<file path="src/rtl/moore_seq_decoder_pkg.sv">
// Shared definitions for the Moore sequence decoder.
// Contents:
//   - State index constants S0..S5 and the INVALID code (3 bits).
//   - Active-low 7-segment glyph constants, {a..g} with a in the MSB.
//   - next_state(): the source Moore FSM transition table.
//   - ACQUIRE/LOCKED encoding of the decoder FSM.
// Optional feature macro used by the top: REPEAT_FILTER_EN.
package moore_seq_decoder_pkg;

    localparam logic [2:0] S0      = 3'd0;
    localparam logic [2:0] S1      = 3'd1;
    localparam logic [2:0] S2      = 3'd2;
    localparam logic [2:0] S3      = 3'd3;
    localparam logic [2:0] S4      = 3'd4;
    localparam logic [2:0] S5      = 3'd5;
    localparam logic [2:0] INVALID = 3'd7;

    localparam logic [6:0] GLYPH_S0 = 7'b0000001;
    localparam logic [6:0] GLYPH_S1 = 7'b1001111;
    localparam logic [6:0] GLYPH_S2 = 7'b0010010;
    localparam logic [6:0] GLYPH_S3 = 7'b0000110;
    localparam logic [6:0] GLYPH_S4 = 7'b1001100;
    localparam logic [6:0] GLYPH_S5 = 7'b0100100;

    localparam logic [0:0] ST_ACQUIRE = 1'b0;
    localparam logic [0:0] ST_LOCKED  = 1'b1;

    // Transition table of the display FSM whose state walk is being decoded.
    function automatic logic [2:0] next_state(input logic [2:0] prev, input logic in_bit);
        logic [2:0] nxt;
        case (prev)
            S0:      nxt = in_bit ? S3 : S1;
            S1:      nxt = in_bit ? S5 : S2;
            S2:      nxt = in_bit ? S0 : S3;
            S3:      nxt = in_bit ? S1 : S4;
            S4:      nxt = in_bit ? S2 : S5;
            S5:      nxt = in_bit ? S4 : S0;
            default: nxt = INVALID;
        endcase
        return nxt;
    endfunction

endpackage

</file>
<file path="src/rtl/moore_seq_decoder_seg_glyph_decode.sv">
// Combinational 7-segment glyph decoder.
// Ports:
//   seg_in [6:0] : active-low segment pattern {a..g}, MSB = a
//   idx    [2:0] : state index S0..S5, INVALID for unknown patterns
//   valid        : 1 when seg_in is one of the six state glyphs
module seg_glyph_decode
    import moore_seq_decoder_pkg::*;
(
    input  logic [6:0] seg_in,
    output logic [2:0] idx,
    output logic       valid
);

    always_comb begin
        idx   = INVALID;
        valid = 1'b1;
        case (seg_in)
            GLYPH_S0: idx = S0;
            GLYPH_S1: idx = S1;
            GLYPH_S2: idx = S2;
            GLYPH_S3: idx = S3;
            GLYPH_S4: idx = S4;
            GLYPH_S5: idx = S5;
            default:  valid = 1'b0;
        endcase
    end

endmodule

</file>
<file path="src/rtl/moore_seq_decoder.sv">
// Moore sequence decoder: observes the display FSM's 7-segment digit once per
// tick and recovers the serial input bit stream that drove its state walk.
// Recovered bits are packed into WORD_W-bit words (first bit in the MSB) and
// illegal glyphs/transitions are flagged and counted (saturating).
// Ports:
//   clk        : system clock
//   reset      : asynchronous active-low reset
//   tick       : one-clk sample strobe
//   seg_in     : active-low segment pattern {a..g}
//   bit_out    : recovered bit, qualified by bit_valid
//   bit_valid  : one-clk pulse per recovered bit
//   word_out   : last assembled word (held between word_valid pulses)
//   word_valid : one-clk pulse with the final bit of each word
//   locked     : decoder holds a previous state
//   err        : one-clk pulse on illegal glyph or transition
//   err_cnt    : saturating count of err pulses
// Optional feature: define REPEAT_FILTER_EN to treat cur == prev as a hold
// (oversampling) instead of an illegal transition.
module moore_seq_decoder
    import moore_seq_decoder_pkg::*;
#(
    parameter int WORD_W    = 8,
    parameter int ERR_CNT_W = 8
) (
    input  logic                 clk,
    input  logic                 reset,
    input  logic                 tick,
    input  logic [6:0]           seg_in,
    output logic                 bit_out,
    output logic                 bit_valid,
    output logic [WORD_W-1:0]    word_out,
    output logic                 word_valid,
    output logic                 locked,
    output logic                 err,
    output logic [ERR_CNT_W-1:0] err_cnt
);

    localparam int CNT_W = $clog2(WORD_W + 1);

    logic [2:0]           glyph_idx;
    logic                 glyph_valid;

    logic [0:0]           state_q,   state_d;
    logic [2:0]           prev_q,    prev_d;
    logic [CNT_W-1:0]     cnt_q,     cnt_d;
    logic [WORD_W-1:0]    shift_q,   shift_d;
    logic [WORD_W-1:0]    word_q,    word_d;
    logic                 bit_q,     bit_d;
    logic                 bv_q,      bv_d;
    logic                 wv_q,      wv_d;
    logic                 err_q,     err_d;
    logic [ERR_CNT_W-1:0] err_cnt_q, err_cnt_d;

    logic                 emit;
    logic                 emit_bit;

    seg_glyph_decode u_glyph (
        .seg_in (seg_in),
        .idx    (glyph_idx),
        .valid  (glyph_valid)
    );

    always_comb begin
        state_d  = state_q;
        prev_d   = prev_q;
        cnt_d    = cnt_q;
        shift_d  = shift_q;
        word_d   = word_q;
        bit_d    = bit_q;
        bv_d     = 1'b0;
        wv_d     = 1'b0;
        err_d    = 1'b0;
        emit     = 1'b0;
        emit_bit = 1'b0;

        if (tick) begin
            if (state_q == ST_ACQUIRE) begin
                if (glyph_valid) begin
                    prev_d  = glyph_idx;
                    state_d = ST_LOCKED;
                end else begin
                    err_d = 1'b1;
                end
            end else begin
                if (!glyph_valid) begin
                    err_d   = 1'b1;
                    cnt_d   = '0;
                    shift_d = '0;
                    state_d = ST_ACQUIRE;
                end
`ifdef REPEAT_FILTER_EN
                else if (glyph_idx == prev_q) begin
                    // Oversampled repeat of the same digit: hold everything.
                    state_d = state_q;
                end
`endif
                else if (glyph_idx == next_state(prev_q, 1'b0)) begin
                    emit     = 1'b1;
                    emit_bit = 1'b0;
                    prev_d   = glyph_idx;
                end else if (glyph_idx == next_state(prev_q, 1'b1)) begin
                    emit     = 1'b1;
                    emit_bit = 1'b1;
                    prev_d   = glyph_idx;
                end else begin
                    // Valid glyph but no table edge: resync on it, drop the partial word.
                    err_d   = 1'b1;
                    cnt_d   = '0;
                    shift_d = '0;
                    prev_d  = glyph_idx;
                end
            end

            if (emit) begin
                bit_d   = emit_bit;
                bv_d    = 1'b1;
                shift_d = {shift_q[WORD_W-2:0], emit_bit};
                if (cnt_q == CNT_W'(WORD_W - 1)) begin
                    cnt_d  = '0;
                    word_d = shift_d;
                    wv_d   = 1'b1;
                end else begin
                    cnt_d = cnt_q + 1'b1;
                end
            end
        end

        err_cnt_d = err_cnt_q;
        if (err_d && (err_cnt_q != '1)) begin
            err_cnt_d = err_cnt_q + 1'b1;
        end
    end

    always_ff @(posedge clk or negedge reset) begin
        if (!reset) begin
            state_q   <= ST_ACQUIRE;
            prev_q    <= S0;
            cnt_q     <= '0;
            shift_q   <= '0;
            word_q    <= '0;
            bit_q     <= 1'b0;
            bv_q      <= 1'b0;
            wv_q      <= 1'b0;
            err_q     <= 1'b0;
            err_cnt_q <= '0;
        end else begin
            state_q   <= state_d;
            prev_q    <= prev_d;
            cnt_q     <= cnt_d;
            shift_q   <= shift_d;
            word_q    <= word_d;
            bit_q     <= bit_d;
            bv_q      <= bv_d;
            wv_q      <= wv_d;
            err_q     <= err_d;
            err_cnt_q <= err_cnt_d;
        end
    end

    assign bit_out    = bit_q;
    assign bit_valid  = bv_q;
    assign word_out   = word_q;
    assign word_valid = wv_q;
    assign locked     = (state_q == ST_LOCKED);
    assign err        = err_q;
    assign err_cnt    = err_cnt_q;

endmodule
</file>
<file path="config.mk">
export PLATFORM = sky130hd
export DESIGN_NAME = moore_seq_decoder
export DESIGN_NICKNAME = d
export VERILOG_FILES = /design/src/rtl/moore_seq_decoder_pkg.sv /design/src/rtl/moore_seq_decoder_seg_glyph_decode.sv /design/src/rtl/moore_seq_decoder.sv
export SDC_FILE = /design/constraint.sdc
export NUM_CORES = 1
export LEC_CHECK = 0
export CAP_MARGIN = 20
export CORE_ASPECT_RATIO = 0.7
export CORE_MARGIN = 3
export CORE_UTILIZATION = 45
export DETAILED_ROUTE_END_ITERATION = 12
export GPL_TIMING_DRIVEN = 0
export HOLD_SLACK_MARGIN = 0.15
export PLACE_DENSITY = 0.7
export SLEW_MARGIN = 20
export SYNTH_ARGS = -nofsm -noshare
export SYNTH_HDL_FRONTEND = slang
export SYNTH_SLANG_ARGS = --single-unit
export TNS_END_PERCENT = 20
</file>
<file path="constraint.sdc">
create_clock -name clk -period 4.4 [get_ports clk]
set_input_delay 0.44 -clock clk [delete_from_list [all_inputs] [get_ports clk]]
set_output_delay 0.44 -clock clk [all_outputs]
set_load 0.01 [all_outputs]
</file>
# Word-level counts from Yosys, hierarchy flattened
# Index checks and enable logic that the tools add are counted.
[classes]
add_sub_neg = 2
n_mul = 0
div_mod_pow = 0
order_cmp = 0
n_eq_ne = 17
n_shift = 0
muxes = 42
bitwise_logic = 0
reduce_logical = 8
[ops]
columns = ["op", "n"]
rows = [
  ["case mux 3 bit (6 select lines)", 3],
  ["two-way mux 7 bit", 5],
  ["two-way mux 4 bit", 6],
  ["two-way mux 1 bit", 21],
  ["two-way mux 3 bit", 7],
  ["== test 7 bit (second input constant)", 2],
  ["adder 8 x 1 -> 8 bit (second input constant)", 1],
  ["inequality test 8 bit (second input constant)", 1],
  ["== test 7 x 1 -> 1 bit (second input constant)", 1],
  ["== test 7 x 3 -> 1 bit (second input constant)", 1],
  ["== test 7 x 5 -> 1 bit (second input constant)", 1],
  ["== test 7 x 6 -> 1 bit (second input constant)", 1],
  ["== test 3 x 2 -> 1 bit (second input constant)", 2],
  ["== test 3 bit", 2],
  ["== test 3 bit (second input constant)", 2],
  ["inequality test 3 x 2 -> 1 bit (second input constant)", 2],
  ["OR reduction 6 bit", 1],
  ["adder 4 x 1 -> 4 bit (second input constant)", 1],
  ["== test 4 x 3 -> 1 bit (second input constant)", 1],
  ["AND reduction 2 bit", 2],
  ["AND reduction 4 bit", 1],
  ["== test 3 x 1 -> 1 bit (second input constant)", 1],
  ["zero test 3 bit", 1],
  ["AND reduction 3 bit", 1],
  ["other kinds (2)", 2],
]
[totals]
ff_bits = 35
latchBits = 0
ram_bits = 0
romBits = 0
input_bits = 10
output_inout_bits = 21
n_memories = 0

# Longest topological paths before layout
[depth]
depth_word = 19
ltp_mapped = 8

# By module
# Synthesis repeated with hierarchy kept, for this count alone.
[unflattened]
cells_unflattened = 180
area_unflattened_um2 = 1949.4
[by_module_without_submodules]
columns = ["mod", "instances", "cells_each", "area_each_um2", "seq_area_each_um2"]
rows = [
  ["moore_seq_decoder", 1, 160, 1798.0, 875.8],
  ["seg_glyph_decode", 1, 20, 151.4, 0.0],
]

# Worst setup path after synthesis
# OpenSTA, ideal clock, no wires.
[synth_path]
path_type = "input to register"
startpoint = "input port seg_in[0]"
endpoint = "register word_q[1] (netlist: word_out[1])"
arrival_time_ps = 2966
required_ps = 4275
path_slack_ps = 1309
path_stages = 8
path_cell_list = "clkbuf_2 or4b_1 a2111oi_2 nor3_1 nor4_2 nor2_2 nor4_4 mux2_2"
[synth_via]
elab_chain_cells = 9
word_cells_on_any_way = 17
classes_between = "eq/ne: 8; mux: 7; reduce/logical: 2"
[synth_lines]
columns = ["item", "line_no", "text"]
rows = [
  ["start: declaration", "moore_seq_decoder.sv:28", "input logic [6:0] seg_in,"],
  ["== test 7 x 6 -> 1 bit (tied with other cells)", "moore_seq_decoder_seg_glyph_decode.sv:17", "case (seg_in)"],
  ["case mux 3 bit (6 select lines)", "moore_seq_decoder_seg_glyph_decode.sv:17", ""],
  ["== test 3 bit", "moore_seq_decoder.sv:101", "end else if (glyph_idx == next_state(prev_q, 1'b1)) begin"],
  ["two-way mux 1 bit", "moore_seq_decoder.sv:101", ""],
  ["two-way mux 1 bit", "moore_seq_decoder.sv:97", "else if (glyph_idx == next_state(prev_q, 1'b0)) begin"],
  ["two-way mux 1 bit (*)", "moore_seq_decoder.sv:85", "if (!glyph_valid) begin"],
  ["two-way mux 1 bit (*)", "moore_seq_decoder.sv:77", "if (state_q == ST_ACQUIRE) begin"],
  ["two-way mux 1 bit (*)", "moore_seq_decoder.sv:76", "if (tick) begin"],
  ["AND reduction 3 bit (no line) (*)", "-", ""],
  ["end signal: assignment", "moore_seq_decoder.sv:151", "word_q <= word_d;"],
  ["end: declaration", "moore_seq_decoder.sv:47", "logic [WORD_W-1:0] word_q, word_d;"],
]
# Mark *: on every way between the ends. The rest lies on a longest branch, timed or not. The select of a mux whose other input is x is not followed.
# A chain may end at the register's enable or synchronous reset.

# Worst setup path after layout
[layout_path]
startpoint = "input port seg_in[2]"
endpoint = "register word_q[6] (netlist: word_out[6])"
# Same word-level chain as after synthesis.

==> out/metrics.cfg <==
[final_layout]
finish.net_count=198
num_antenna_cells=0
drive_above_1_share_pct=15.5
stdcell_count=237
fillers=303
stdcell_area_um2=2230
layout_common_cells=dfrtp_1, clkdlybuf4s50_1, mux2_2
final_common_cell=dfrtp_1
area_growth_pct=27.1
final_util_pct=61.5

[sta]
rsz0062_at_grt=no
whs_ps=507
tightest_slew_ps=936
maxSlewHeadroom_pct=37.4
worst_slack_ps=639
fmax_ghz=0.266
clock_skew_ps=8.39
hold_viol_final=0
slew_violations=0
layout_min_cycle_time_ps=3760
final.period_utilization_pct=85.5
finalSetupViolCount=0
setup_tns_ps=0

[critical_path]
crit_fanout=8
critPathKind=in2reg
arrival_ps=3920
cp.required_ps=4560
start_kind=input port
end_kind=flop

[detailed_routing]
routed_wl_mm=3.52
drtIter0Drc=105
drc=0
ant_nets=0
wl_per_cell_um=14.9
vias=1328
vias_per_cell=5.60
dr.pass1.iters=4

[global_route]
grt_max_degree=26
antenna_found_initial=0
grt_overflow=0
grt_pass1_wl_mm=5.86
grtUsageTotal_pct=16.3
grt_pass1_vias=1271

[place]
placed_area_um2=2120
pre_cts_slack_ps=348
portBuffers=28
dp.cells=228
gp_congestion=0.792
hpwl_mm=2.65

[cts]
cts.sinks=35
clk_pin_slew_ps=60
cts_tree=done
h-tree-depth=2
clk_latency_ps=280
clock-root-buffer=clkbuf_8
cts_buffer_depth=2
cts_setup_buffers=0
cts_buffers=5

[yosys]
synth_area_um2=1760
synth-async-reset-ratio_pct=100
synth.yosys.warnings=0
ys_ff_latch=35
synthDominantCellAreaShare_pct=49.9
syn_avg_cell_area_um2=11.8
synth_edf_count=0
netlist_instances=149
ys_seq_area_share_pct=49.9
synth_ff_type=dfrtp_1
synth_cell_types=45
synth_top_area_cell=dfrtp_1
synth_nets=161
ys_top_cells_by_area=dfrtp_1, mux2_2, a22o_1

[pwr]
power_uw=839
cellPowerDensity_nw_per_um2=376
ir_worst_vdd_mv=0.227
p_leak_nw=0.926

[die]
ios=31
rows=18
initial_core_util_pct=48.4
core_area_um2=3630
dieArea_um2=4700
die_y_um=58.3
die_w_um=80.7

[min_path]
hp-class=reg2reg

[outcome]
outcome=completed

[flow_run]
maxCapViolCount=0

-- flip-flops by register name, indices dropped and copies added (netlist names) --
signal,count
word_valid,1
bit_out,1
bit_valid,1
err_cnt,8
shift_q,7
cnt_q,4
err,1
prev_q,3
word_out,8
locked,1
-- where the power goes --
group,internal (mW),switching [mW]
registers,0.357,0.0422
logic,0.112,0.0826
clock network,0.143,0.103
total,0.612,0.227
-- layout make-up --
| cell class | instances | area [um^2] | share of cell area [%] |
|---|---|---|---|
| multi-input cells | 109 | 860 | 38.5 |
| well taps | 50 | 62.6 | 2.80 |
| repair buffers | 30 | 313 | 14.0 |
| plain buffers | 3 | 12.5 | 0.561 |
| inverters | 2 | 7.51 | 0.337 |
| flip-flops and latches | 35 | 876 | 39.3 |
| clock buffers | 8 | 100 | 4.49 |
-- critical path: stages --
cell             delay [ps]
clkdlybuf4s50_1         530
or4b_1                  560
a2111oi_2               490
nor3_1                  140
nor4_2                  630
nor2_2                  170
nor4_4                  560
mux2_2                  400
-- worst paths after layout --
kind                              from     endpoint  slack, ps  cells past startpoint
max in group asynchronous        reset  word_out[0]       3410                      3
min in group asynchronous        reset   err_cnt[5]        570                      2
min                        word_out[4]  word_out[4]        510                      1
min reg2reg                word_out[4]  word_out[4]        510                      1
max                          seg_in[2]  word_out[6]        640                      8
max reg2reg                  prev_q[1]   err_cnt[1]       1430                      7
-- synth_stat cells, types with 3 or more instances --
library cell	n
a21oi_1	3
nand3b_1	5
nand3_1	3
nor2_1	6
mux2_2	11
dfrtp_1	35
and3_1	6
o21ai_0	6
a22o_1	9
nand2b_1	4
nor2b_1	3
xnor2_1	9
nand2_1	10
-- layer usage --
metal | vias to the layer above | track usage, % | share of wire (%)
met1 | 660 | 22.6 | 49
met4 | 0 | 3.86 | 0.60
met2 | 36 | 24.1 | 45
met3 | 2 | 6.68 | 4.7
met5 | - | 0 | 0
li1 | 630 | - | -
-- repair_timing --
item,in CTS,in global routing
gates resized for setup,0,0
hold buffers,1,0
hold endpoints to repair,10,0
-- cells by family (layout without fill, tap and decap cells) --
group / count (synthesis) / count (layout) / synth area share, %
adders and majority gates: 2 / 2 / 1.43
muxes: 13 / 13 / 8.20
AOI/OAI and AO/OA: 30 / 30 / 14.5
xor gates and xnor gates: 10 / 10 / 4.99
DFF: 35 / 35 / 49.9
and+or+nand+nor: 54 / 54 / 19.9
buffers and inverters: 5 / 43 / 1.14
No activity file was read; power rests on OpenSTA's default activity.
